## src/rtl/systolic_pkg.sv

```systemverilog
// Shared constants and helpers for the tiled systolic sequencer.
package systolic_pkg;

  // FSM encoding, kept as plain constants for tools that dislike enums.
  typedef logic [2:0] state_t;
  localparam state_t S_IDLE  = 3'd0;
  localparam state_t S_CHECK = 3'd1;
  localparam state_t S_CLEAR = 3'd2;
  localparam state_t S_FEED  = 3'd3;
  localparam state_t S_FLUSH = 3'd4;
  localparam state_t S_DRAIN = 3'd5;
  localparam state_t S_NEXT  = 3'd6;
  localparam state_t S_DONE  = 3'd7;

  // Lane index within one operand edge of the array.
  typedef logic [7:0] lane_idx_t;

  // Flush and drain lengths for an array of edge dim.
  function automatic int flush_cyc(input int dim);
    return 2 * dim;
  endfunction

  function automatic int drain_cyc(input int dim);
    return dim * dim;
  endfunction

  // Lengths for the reference 4x4 array.
  localparam int DIM_DEFAULT = 4;
  localparam int FLUSH_CYC   = 2 * DIM_DEFAULT;
  localparam int DRAIN_CYC   = DIM_DEFAULT * DIM_DEFAULT;

  // Number of tiles along one matrix edge.
  function automatic int tiles(input int n, input int dim);
    return n / dim;
  endfunction

endpackage

```

## src/rtl/systolic_lane_agen.sv

```systemverilog
// One operand lane: skew window, strided address accumulator, enable
// and the one-cycle valid delay that matches memory read latency.
module systolic_lane_agen #(
  parameter int LANE   = 0,
  parameter int ADDR_W = 32,
  parameter int CNT_W  = 6
) (
  input  logic              clk,
  input  logic              rst,
  input  logic              kill_i,
  input  logic              load_i,
  input  logic              feed_i,
  input  logic [CNT_W-1:0]  f_i,
  input  logic [7:0]        n_i,
  input  logic [ADDR_W-1:0] init_i,
  input  logic [ADDR_W-1:0] stride_i,
  output logic              en_o,
  output logic [ADDR_W-1:0] addr_o,
  output logic              vld_o
);

  logic [ADDR_W-1:0] acc_q;
  logic [ADDR_W-1:0] addr_q;
  logic              en_q;
  logic              vld_q;
  logic [9:0]        f_ext;
  logic [9:0]        win_lo;
  logic [9:0]        win_hi;
  logic              active;

  // Lane r carries k = f - r while r <= f < r + N.
  assign f_ext  = 10'(f_i);
  assign win_lo = 10'(LANE);
  assign win_hi = win_lo + 10'(n_i);
  assign active = feed_i && (f_ext >= win_lo) && (f_ext < win_hi);

  // Accumulator holds the next address; the output only moves when issuing.
  always_ff @(posedge clk or posedge rst) begin
    if (rst) begin
      acc_q  <= '0;
      addr_q <= '0;
      en_q   <= 1'b0;
      vld_q  <= 1'b0;
    end else if (kill_i) begin
      en_q  <= 1'b0;
      vld_q <= 1'b0;
    end else begin
      en_q  <= active;
      vld_q <= en_q;
      if (load_i) begin
        acc_q <= init_i;
      end else if (active) begin
        addr_q <= acc_q;
        acc_q  <= acc_q + stride_i;
      end
    end
  end

  assign en_o   = en_q;
  assign addr_o = addr_q;
  assign vld_o  = vld_q;

endmodule

```

## src/rtl/systolic_tile_sequencer.sv

```systemverilog
// Tile sequencer for an N x N multiply on a DIM x DIM systolic array.
// Every output is a register loaded from the current state, so outputs
// trail the internal state by one cycle.
module systolic_tile_sequencer
  import systolic_pkg::*;
#(
  parameter int DIM    = 4,
  parameter int MAX_N  = 16,
  parameter int ADDR_W = 32
) (
  input  logic                    clk,
  input  logic                    rst,
  input  logic                    ap_start,
  input  logic                    ap_abort,
  input  logic [7:0]              cfg_n,
  input  logic [ADDR_W-1:0]       cfg_a_base,
  input  logic [ADDR_W-1:0]       cfg_b_base,
  input  logic [ADDR_W-1:0]       cfg_o_base,
  output logic [DIM-1:0]          a_en,
  output logic [DIM-1:0]          b_en,
  output logic [DIM*ADDR_W-1:0]   a_addr,
  output logic [DIM*ADDR_W-1:0]   b_addr,
  output logic                    arr_clear,
  output logic [DIM-1:0]          arr_a_vld,
  output logic [DIM-1:0]          arr_b_vld,
  output logic [$clog2(DIM)-1:0]  drain_row,
  output logic [$clog2(DIM)-1:0]  drain_col,
  output logic                    o_we,
  output logic [ADDR_W-1:0]       o_addr,
  output logic                    busy,
  output logic                    ap_done,
  output logic                    err
);

  localparam int LD        = $clog2(DIM);
  localparam int FLUSH_LEN = (DIM == DIM_DEFAULT) ? FLUSH_CYC : flush_cyc(DIM);
  localparam int DRAIN_LEN = (DIM == DIM_DEFAULT) ? DRAIN_CYC : drain_cyc(DIM);
  localparam int CNT_W     = $clog2(MAX_N + DIM * DIM + 2 * DIM + 1);

  state_t            state_q, state_d;
  logic [CNT_W-1:0]  cnt_q, cnt_d;
  logic [7:0]        n_q, n_d;
  logic [7:0]        ti_q, ti_d;
  logic [7:0]        tj_q, tj_d;
  logic              err_flag_q, err_flag_d;
  logic [ADDR_W-1:0] a_row_q, a_row_d;     // a_base + ti*DIM*N
  logic [ADDR_W-1:0] b_base_q, b_base_d;
  logic [ADDR_W-1:0] b_col_q, b_col_d;     // b_base + tj*DIM
  logic [ADDR_W-1:0] o_trow_q, o_trow_d;   // o_base + ti*DIM*N
  logic [ADDR_W-1:0] o_tile_q, o_tile_d;   // o_trow + tj*DIM
  logic [ADDR_W-1:0] o_row_q, o_row_d;     // o_tile + r*N during drain

  logic              busy_q, ap_done_q, err_q, arr_clear_q, o_we_q;
  logic [LD-1:0]     drain_row_q, drain_col_q;
  logic [ADDR_W-1:0] o_addr_q;

  logic [7:0]        t_last;
  logic [ADDR_W-1:0] tile_stride;
  logic              kill;
  logic              n_illegal;

  assign t_last      = 8'(tiles(int'(n_q), DIM) - 1);
  assign tile_stride = ADDR_W'(n_q) << LD;
  assign kill        = ap_abort && (state_q != S_IDLE);
  assign n_illegal   = (n_q == 8'd0) || (int'(n_q) > MAX_N) ||
                       ((n_q & 8'(DIM - 1)) != 8'd0);

  // Next-state and tile bookkeeping; abort overrides every transition.
  always_comb begin
    state_d    = state_q;
    cnt_d      = cnt_q;
    n_d        = n_q;
    ti_d       = ti_q;
    tj_d       = tj_q;
    err_flag_d = err_flag_q;
    a_row_d    = a_row_q;
    b_base_d   = b_base_q;
    b_col_d    = b_col_q;
    o_trow_d   = o_trow_q;
    o_tile_d   = o_tile_q;
    o_row_d    = o_row_q;
    case (state_q)
      S_IDLE: begin
        if (ap_start) begin
          state_d  = S_CHECK;
          n_d      = cfg_n;
          ti_d     = 8'd0;
          tj_d     = 8'd0;
          a_row_d  = cfg_a_base;
          b_base_d = cfg_b_base;
          b_col_d  = cfg_b_base;
          o_trow_d = cfg_o_base;
          o_tile_d = cfg_o_base;
        end
      end
      S_CHECK: begin
        err_flag_d = n_illegal;
        state_d    = n_illegal ? S_DONE : S_CLEAR;
      end
      S_CLEAR: begin
        state_d = S_FEED;
        cnt_d   = '0;
        o_row_d = o_tile_q;
      end
      S_FEED: begin
        if (int'(cnt_q) == int'(n_q) + DIM - 2) begin
          state_d = S_FLUSH;
          cnt_d   = '0;
        end else begin
          cnt_d = cnt_q + CNT_W'(1);
        end
      end
      S_FLUSH: begin
        if (int'(cnt_q) == FLUSH_LEN - 1) begin
          state_d = S_DRAIN;
          cnt_d   = '0;
        end else begin
          cnt_d = cnt_q + CNT_W'(1);
        end
      end
      S_DRAIN: begin
        if (cnt_q[LD-1:0] == LD'(DIM - 1)) begin
          o_row_d = o_row_q + ADDR_W'(n_q);
        end
        if (int'(cnt_q) == DRAIN_LEN - 1) begin
          state_d = S_NEXT;
          cnt_d   = '0;
        end else begin
          cnt_d = cnt_q + CNT_W'(1);
        end
      end
      S_NEXT: begin
        if (tj_q == t_last) begin
          tj_d    = 8'd0;
          b_col_d = b_base_q;
          if (ti_q == t_last) begin
            state_d = S_DONE;
          end else begin
            state_d  = S_CLEAR;
            ti_d     = ti_q + 8'd1;
            a_row_d  = a_row_q + tile_stride;
            o_trow_d = o_trow_q + tile_stride;
            o_tile_d = o_trow_q + tile_stride;
          end
        end else begin
          state_d  = S_CLEAR;
          tj_d     = tj_q + 8'd1;
          b_col_d  = b_col_q + ADDR_W'(DIM);
          o_tile_d = o_tile_q + ADDR_W'(DIM);
        end
      end
      S_DONE: begin
        state_d = S_IDLE;
      end
      default: begin
        state_d = S_IDLE;
      end
    endcase
    if (kill) begin
      state_d = S_IDLE;
    end
  end

  // Control state registers.
  always_ff @(posedge clk or posedge rst) begin
    if (rst) begin
      state_q    <= S_IDLE;
      cnt_q      <= '0;
      n_q        <= '0;
      ti_q       <= '0;
      tj_q       <= '0;
      err_flag_q <= 1'b0;
      a_row_q    <= '0;
      b_base_q   <= '0;
      b_col_q    <= '0;
      o_trow_q   <= '0;
      o_tile_q   <= '0;
      o_row_q    <= '0;
    end else begin
      state_q    <= state_d;
      cnt_q      <= cnt_d;
      n_q        <= n_d;
      ti_q       <= ti_d;
      tj_q       <= tj_d;
      err_flag_q <= err_flag_d;
      a_row_q    <= a_row_d;
      b_base_q   <= b_base_d;
      b_col_q    <= b_col_d;
      o_trow_q   <= o_trow_d;
      o_tile_q   <= o_tile_d;
      o_row_q    <= o_row_d;
    end
  end

  // Registered strobes decoded from the current state; abort zeroes them.
  always_ff @(posedge clk or posedge rst) begin
    if (rst) begin
      busy_q      <= 1'b0;
      ap_done_q   <= 1'b0;
      err_q       <= 1'b0;
      arr_clear_q <= 1'b0;
      o_we_q      <= 1'b0;
      drain_row_q <= '0;
      drain_col_q <= '0;
      o_addr_q    <= '0;
    end else if (kill) begin
      busy_q      <= 1'b0;
      ap_done_q   <= 1'b0;
      err_q       <= 1'b0;
      arr_clear_q <= 1'b0;
      o_we_q      <= 1'b0;
    end else begin
      busy_q      <= (state_q != S_IDLE) && (state_q != S_DONE);
      ap_done_q   <= (state_q == S_DONE);
      err_q       <= (state_q == S_DONE) && err_flag_q;
      arr_clear_q <= (state_q == S_CLEAR);
      o_we_q      <= (state_q == S_DRAIN);
      if (state_q == S_DRAIN) begin
        drain_row_q <= cnt_q[2*LD-1:LD];
        drain_col_q <= cnt_q[LD-1:0];
        o_addr_q    <= o_row_q + ADDR_W'(cnt_q[LD-1:0]);
      end
    end
  end

  // Row offsets r*N for the A lanes, built as an adder chain.
  logic [ADDR_W-1:0] a_off [DIM];
  assign a_off[0] = '0;
  for (genvar gi = 1; gi < DIM; gi++) begin : g_aoff
    assign a_off[gi] = a_off[gi-1] + ADDR_W'(n_q);
  end

  for (genvar gi = 0; gi < DIM; gi++) begin : g_lane
    systolic_lane_agen #(.LANE(gi), .ADDR_W(ADDR_W), .CNT_W(CNT_W)) u_a (
      .clk      (clk),
      .rst      (rst),
      .kill_i   (kill),
      .load_i   (state_q == S_CLEAR),
      .feed_i   (state_q == S_FEED),
      .f_i      (cnt_q),
      .n_i      (n_q),
      .init_i   (a_row_q + a_off[gi]),
      .stride_i (ADDR_W'(1)),
      .en_o     (a_en[gi]),
      .addr_o   (a_addr[gi*ADDR_W +: ADDR_W]),
      .vld_o    (arr_a_vld[gi])
    );
    systolic_lane_agen #(.LANE(gi), .ADDR_W(ADDR_W), .CNT_W(CNT_W)) u_b (
      .clk      (clk),
      .rst      (rst),
      .kill_i   (kill),
      .load_i   (state_q == S_CLEAR),
      .feed_i   (state_q == S_FEED),
      .f_i      (cnt_q),
      .n_i      (n_q),
      .init_i   (b_col_q + ADDR_W'(gi)),
      .stride_i (ADDR_W'(n_q)),
      .en_o     (b_en[gi]),
      .addr_o   (b_addr[gi*ADDR_W +: ADDR_W]),
      .vld_o    (arr_b_vld[gi])
    );
  end

  assign busy      = busy_q;
  assign ap_done   = ap_done_q;
  assign err       = err_q;
  assign arr_clear = arr_clear_q;
  assign o_we      = o_we_q;
  assign o_addr    = o_addr_q;
  assign drain_row = drain_row_q;
  assign drain_col = drain_col_q;

endmodule

```

## config.mk

```make
export PLATFORM = sky130hd
export DESIGN_NAME = systolic_tile_sequencer
export DESIGN_NICKNAME = d
export VERILOG_FILES = /design/src/rtl/systolic_pkg.sv /design/src/rtl/systolic_lane_agen.sv /design/src/rtl/systolic_tile_sequencer.sv
export SDC_FILE = /design/constraint.sdc
export NUM_CORES = 2
export LEC_CHECK = 0
export CAP_MARGIN = 20
export CORE_AREA = 2 2 325 327
export CTS_CLUSTER_SIZE = 20
export DETAILED_ROUTE_END_ITERATION = 6
export DIE_AREA = 0 0 327 329
export GPL_TIMING_DRIVEN = 0
export PLACE_DENSITY_LB_ADDON = 0.12
export SYNTH_ARGS = -nofsm -noshare
export SYNTH_HDL_FRONTEND = slang
export SYNTH_SLANG_ARGS = --single-unit
export TNS_END_PERCENT = 1
```

## constraint.sdc

```tcl
create_clock -name clk -period 82 [get_ports clk]
set_input_delay 16.4 -clock clk [delete_from_list [all_inputs] [get_ports clk]]
set_output_delay 16.4 -clock clk [all_outputs]
set_load 0.02 [all_outputs]
```

==> impl_results.md <==
* Status: completed
* Synth area leaders: dfrtp_1 (42%), nand2_1 (11%), a21oi_1 (5.4%)
* Most common cell after layout, fill and taps aside: nand2_1
* Internal Power at 1300 uW
* P_leak at 0.0243 uW
* Most frequent cells in the layout: nand2_1 (1341), dfrtp_1 (785), a21oi_1 (502)
* Clock Power Share at between 15 and 20%
* Grt met1 use at 55.3%
* DRC Markers at 0
* Synth top area share at 42.4%
* # Post-CTS Setup Buffers at 0
* Routed wire length at 231000 um
* Routed Antenna Nets at 0
* Fill count at between 9000 and 10000
* Synth async-reset ratio at 100%
* Setup TNS at 0 ns
* P&R area growth vs syn at 22.1%
* Least-Margin Pin Slew at 1.29 ns
* Cell chain of the critical path: clkdlybuf4s50_1 > clkbuf_1 > clkinv_1 > nand2_1 > inv_2 > nor2_2 > clkbuf_1 > o21ai_0 > o221ai_1
* Reg2reg start: b_col_q[2]
* Max Fclk at 47.3 MHz
* Place WS at 60.51 ns
* Mapped Cells at 5702
* Die height at ~330 um
* Sequential group share of total power at 29.0%
* CTS clk-pin slew, worst paths at 0.06 ns
* Combinational power share at 53.6%
* WP data arrival at 21.74 ns
* Hold Path Sink: g_lane[0].u_a.addr_o[17]
* CTS tree: yes
* CTS hold repair buffers at 0
* Gr usage total at a little over two fifths
* Port Buf Inserts at between 400 and 500
* # Max-Cap Violations at 0
* Reg2Reg Setup Slack at ~76 ns
* PostCTS Resize Cnt at 0
* Die Width at 327 um
* Initial antenna violation count at 15
* GR Util met2 at 61.5%
* Initial DRC Count at about 6700
* RSZ-0062 raised after global routing: no
* Slew HR at between 10% and 20%
* Vias in the first global route at around 45000
* Hold/Removal Path Class: register to register
* Setup crit start kind: input pin
* First-pass detailed-route iteration total at 7
* Area occupied by multi-input gates at 24700 um^2
* H-tree levels at 3
* Fin crit share at between 20% and 30%
* Mean Syn Cell Area at 8.14 um^2
* Ys Warns at 0
* # rows at around 120
* Vias per cell at 6.31
* Hold Path Depth at 2
* Sequential share of the synthesized area at 42.4%
* Worst-case clock buffer depth at 3
* Initial Util at 44.5%
* Final WS setup at a little over 60 ns
* R2R depth at 12
* Vias at 48900
* Tmin final at 21.13 ns
* Hold Startpoint: g_lane[0].u_a.addr_o[17]
* #FFs+latches synth at 787
* Worst Clk Skew at 0.0335 ns
* Critical Path Fanout Max at 10
* Crit-path leading delay family: buffers and inverters
* First-pass GRT wire length at 327000 um
* Crit path max-delay cell type: clkinv_1
* RR Endpoint: g_lane[2].u_b.acc_q[18]
* Syn nets at 5956
* GR met3 Demand/Resource at 11.7%
* Switch Pwr at 1280 uW
* CP Buf/Inv Count at 5
* Distinct cells, synth at 95
* Die area at about 110000 um^2
* Final-report setup violation count at 0
* Ys flop type: dfrtp_1
* Required time worst endpoint at 82.61 ns
* Slowest stage delay, CP at 0.88 ns
* Nets at between 6000 and 7000
* Grt total ovfl at 0
* Total CTS buffers at 92
* Max Slew Vio Count at 0
* I/O pin total at 421
* Final Hold Violating Endpoints at 0
* Clock Latency Late Sink at 0.72 ns
* Post-synth EDFFs at 0
* Core ar. at between 100000 and 150000 um^2
* Sw Share at 49.6%
* Worst VDD drop at 0.0228 mV
* Clock root buffer master: clkbuf_16
* CP endpoint kind: register
* Top Usage Layer GRT: met2
* CTS sink cnt at 787
* Largest net degree at the start of global routing at 129
* Wire per inst at roughly 30 um
* Layout cells sized above 1 at around 5.6%
* GPL Wtd Cong at around 1.0
* Post-Syn Area at around 46000 um^2
* Seq. cell area at 19700 um^2
* Hpwl dp at around 180000 um
* Crit Path Category: input pin to register
* Power per cell area at between 40 and 50 nW/um^2
* Yosys top cell by area: dfrtp_1
* Top cell by count, worst path: clkbuf_1
worst reg2reg max path, cell delays in order (launching register included):
cell	delay (ns)
dfrtp_1	0.81
ha_1	0.26
clkbuf_1	0.60
nand2_1	0.30
nor4_2	0.89
buf_4	0.29
and3_1	0.16
clkbuf_2	0.32
nand3_1	0.43
o21ai_0	0.33
nor3b_1	0.89
a31oi_1	0.13
o32a_1	0.22
synth_stat cells, drive strengths merged (7+ instances only):
cell type,n
nand2,1341
dfrtp,787
a21oi,504
o21ai,421
nor2,380
clkbuf,286
nand3,207
xnor2,173
xor2,139
ha,128
nor3,112
inv,109
buf,107
o22ai,97
and3,95
nand4,94
a31oi,72
a21o,47
and2,40
or3,36
nor2b,34
a211oi,33
a22oi,32
o22a,26
nor4,25
o21a,25
a22o,23
o211ai,23
and4,22
a311oi,21
nand2b,21
fa,18
a41oi,16
a221oi,15
or2,15
a2bb2oi,14
o31ai,12
nor3b,11
mux2,10
o221ai,10
a211o,9
o2bb2ai,8
o32ai,8
nand3b,7
o32a,7
through the flow:
step	total power, uW	cell area [um^2]	instances	util (%)	hold slack, ns
6_report	2580	56700	7748	54.3	0.470
3_3_place_gp	2030	52400	7513	50.2	0.452
2_1_floorplan	1450	46400	5702	-	0.440
3_5_place_dp	2070	53300	7562	51.1	0.458
4_1_cts	2520	56600	7730	54.2	0.472
5_1_grt	2690	56600	7735	54.3	0.494
area by class of cell:
type,instances,area share (%)
clock inverter,39,0.892
antenna,13,0.0574
clock buffer,129,4.83
inverter,111,0.748
multi-input combinational,4411,43.6
tap,1391,3.07
sequential,787,34.8
buffer,393,2.88
timing repair buffer,474,9.16
how the worst max path moves through the flow:
stage,from,endpoint,depth (start not counted)
2_1_floorplan,rst,a_row_q[0],1
5_1_grt,ap_abort,g_lane[0].u_b.acc_q[6],9
6_report,ap_abort,g_lane[2].u_a.acc_q[29],9
3_3_place_gp,rst,g_lane[0].u_b.addr_o[12],2
3_5_place_dp,ap_abort,g_lane[2].u_a.acc_q[29],9
4_1_cts,ap_abort,g_lane[2].u_a.acc_q[29],9
power by group through the flow:
stage          logic [uW]  clock network (uW)  registers [uW]
2_1_floorplan         711                   0             743
3_3_place_gp         1280                   0             753
3_5_place_dp         1330                   0             745
4_1_cts              1330                 450             740
5_1_grt              1460                 466             764
6_report             1380                 449             750
flip-flops by register name (all words and copies together) (netlist names), 8 cells and up:
register / flops
g_lane.u_b.addr_o: 128
g_lane.u_a.acc_q: 128
o_row_q: 32
o_trow_q: 32
o_addr: 32
b_col_q: 32
ti_q: 8
tj_q: 8
b_base_q: 32
o_tile_q: 32
n_q: 8
g_lane.u_a.addr_o: 128
g_lane.u_b.acc_q: 128
a_row_q: 32
layer usage:
layer	vias to the layer above	share of wire, %
met1	23800	39
met5	-	0.017
met2	3230	42
met4	6	7.1
met3	718	12
li1	21100	-
kinds of logic (layout without fill, tap and decap cells):
logic type               Yosys count  count (layout)  share of synthesized area [%]
other                              0              13                              0
multiplexers                      16              16                          0.372
flip-flops                       787             787                           42.4
XOR/XNOR                         314             314                           6.00
AND/OR/NAND/NOR                 2450            2450                           23.2
AO/OA/AOI/OAI                   1485            1485                           19.4
buffers and inverters            504            1146                           4.38
adder cells (fa/ha/maj)          146             146                           4.23
(Power assumes the default switching activity.)
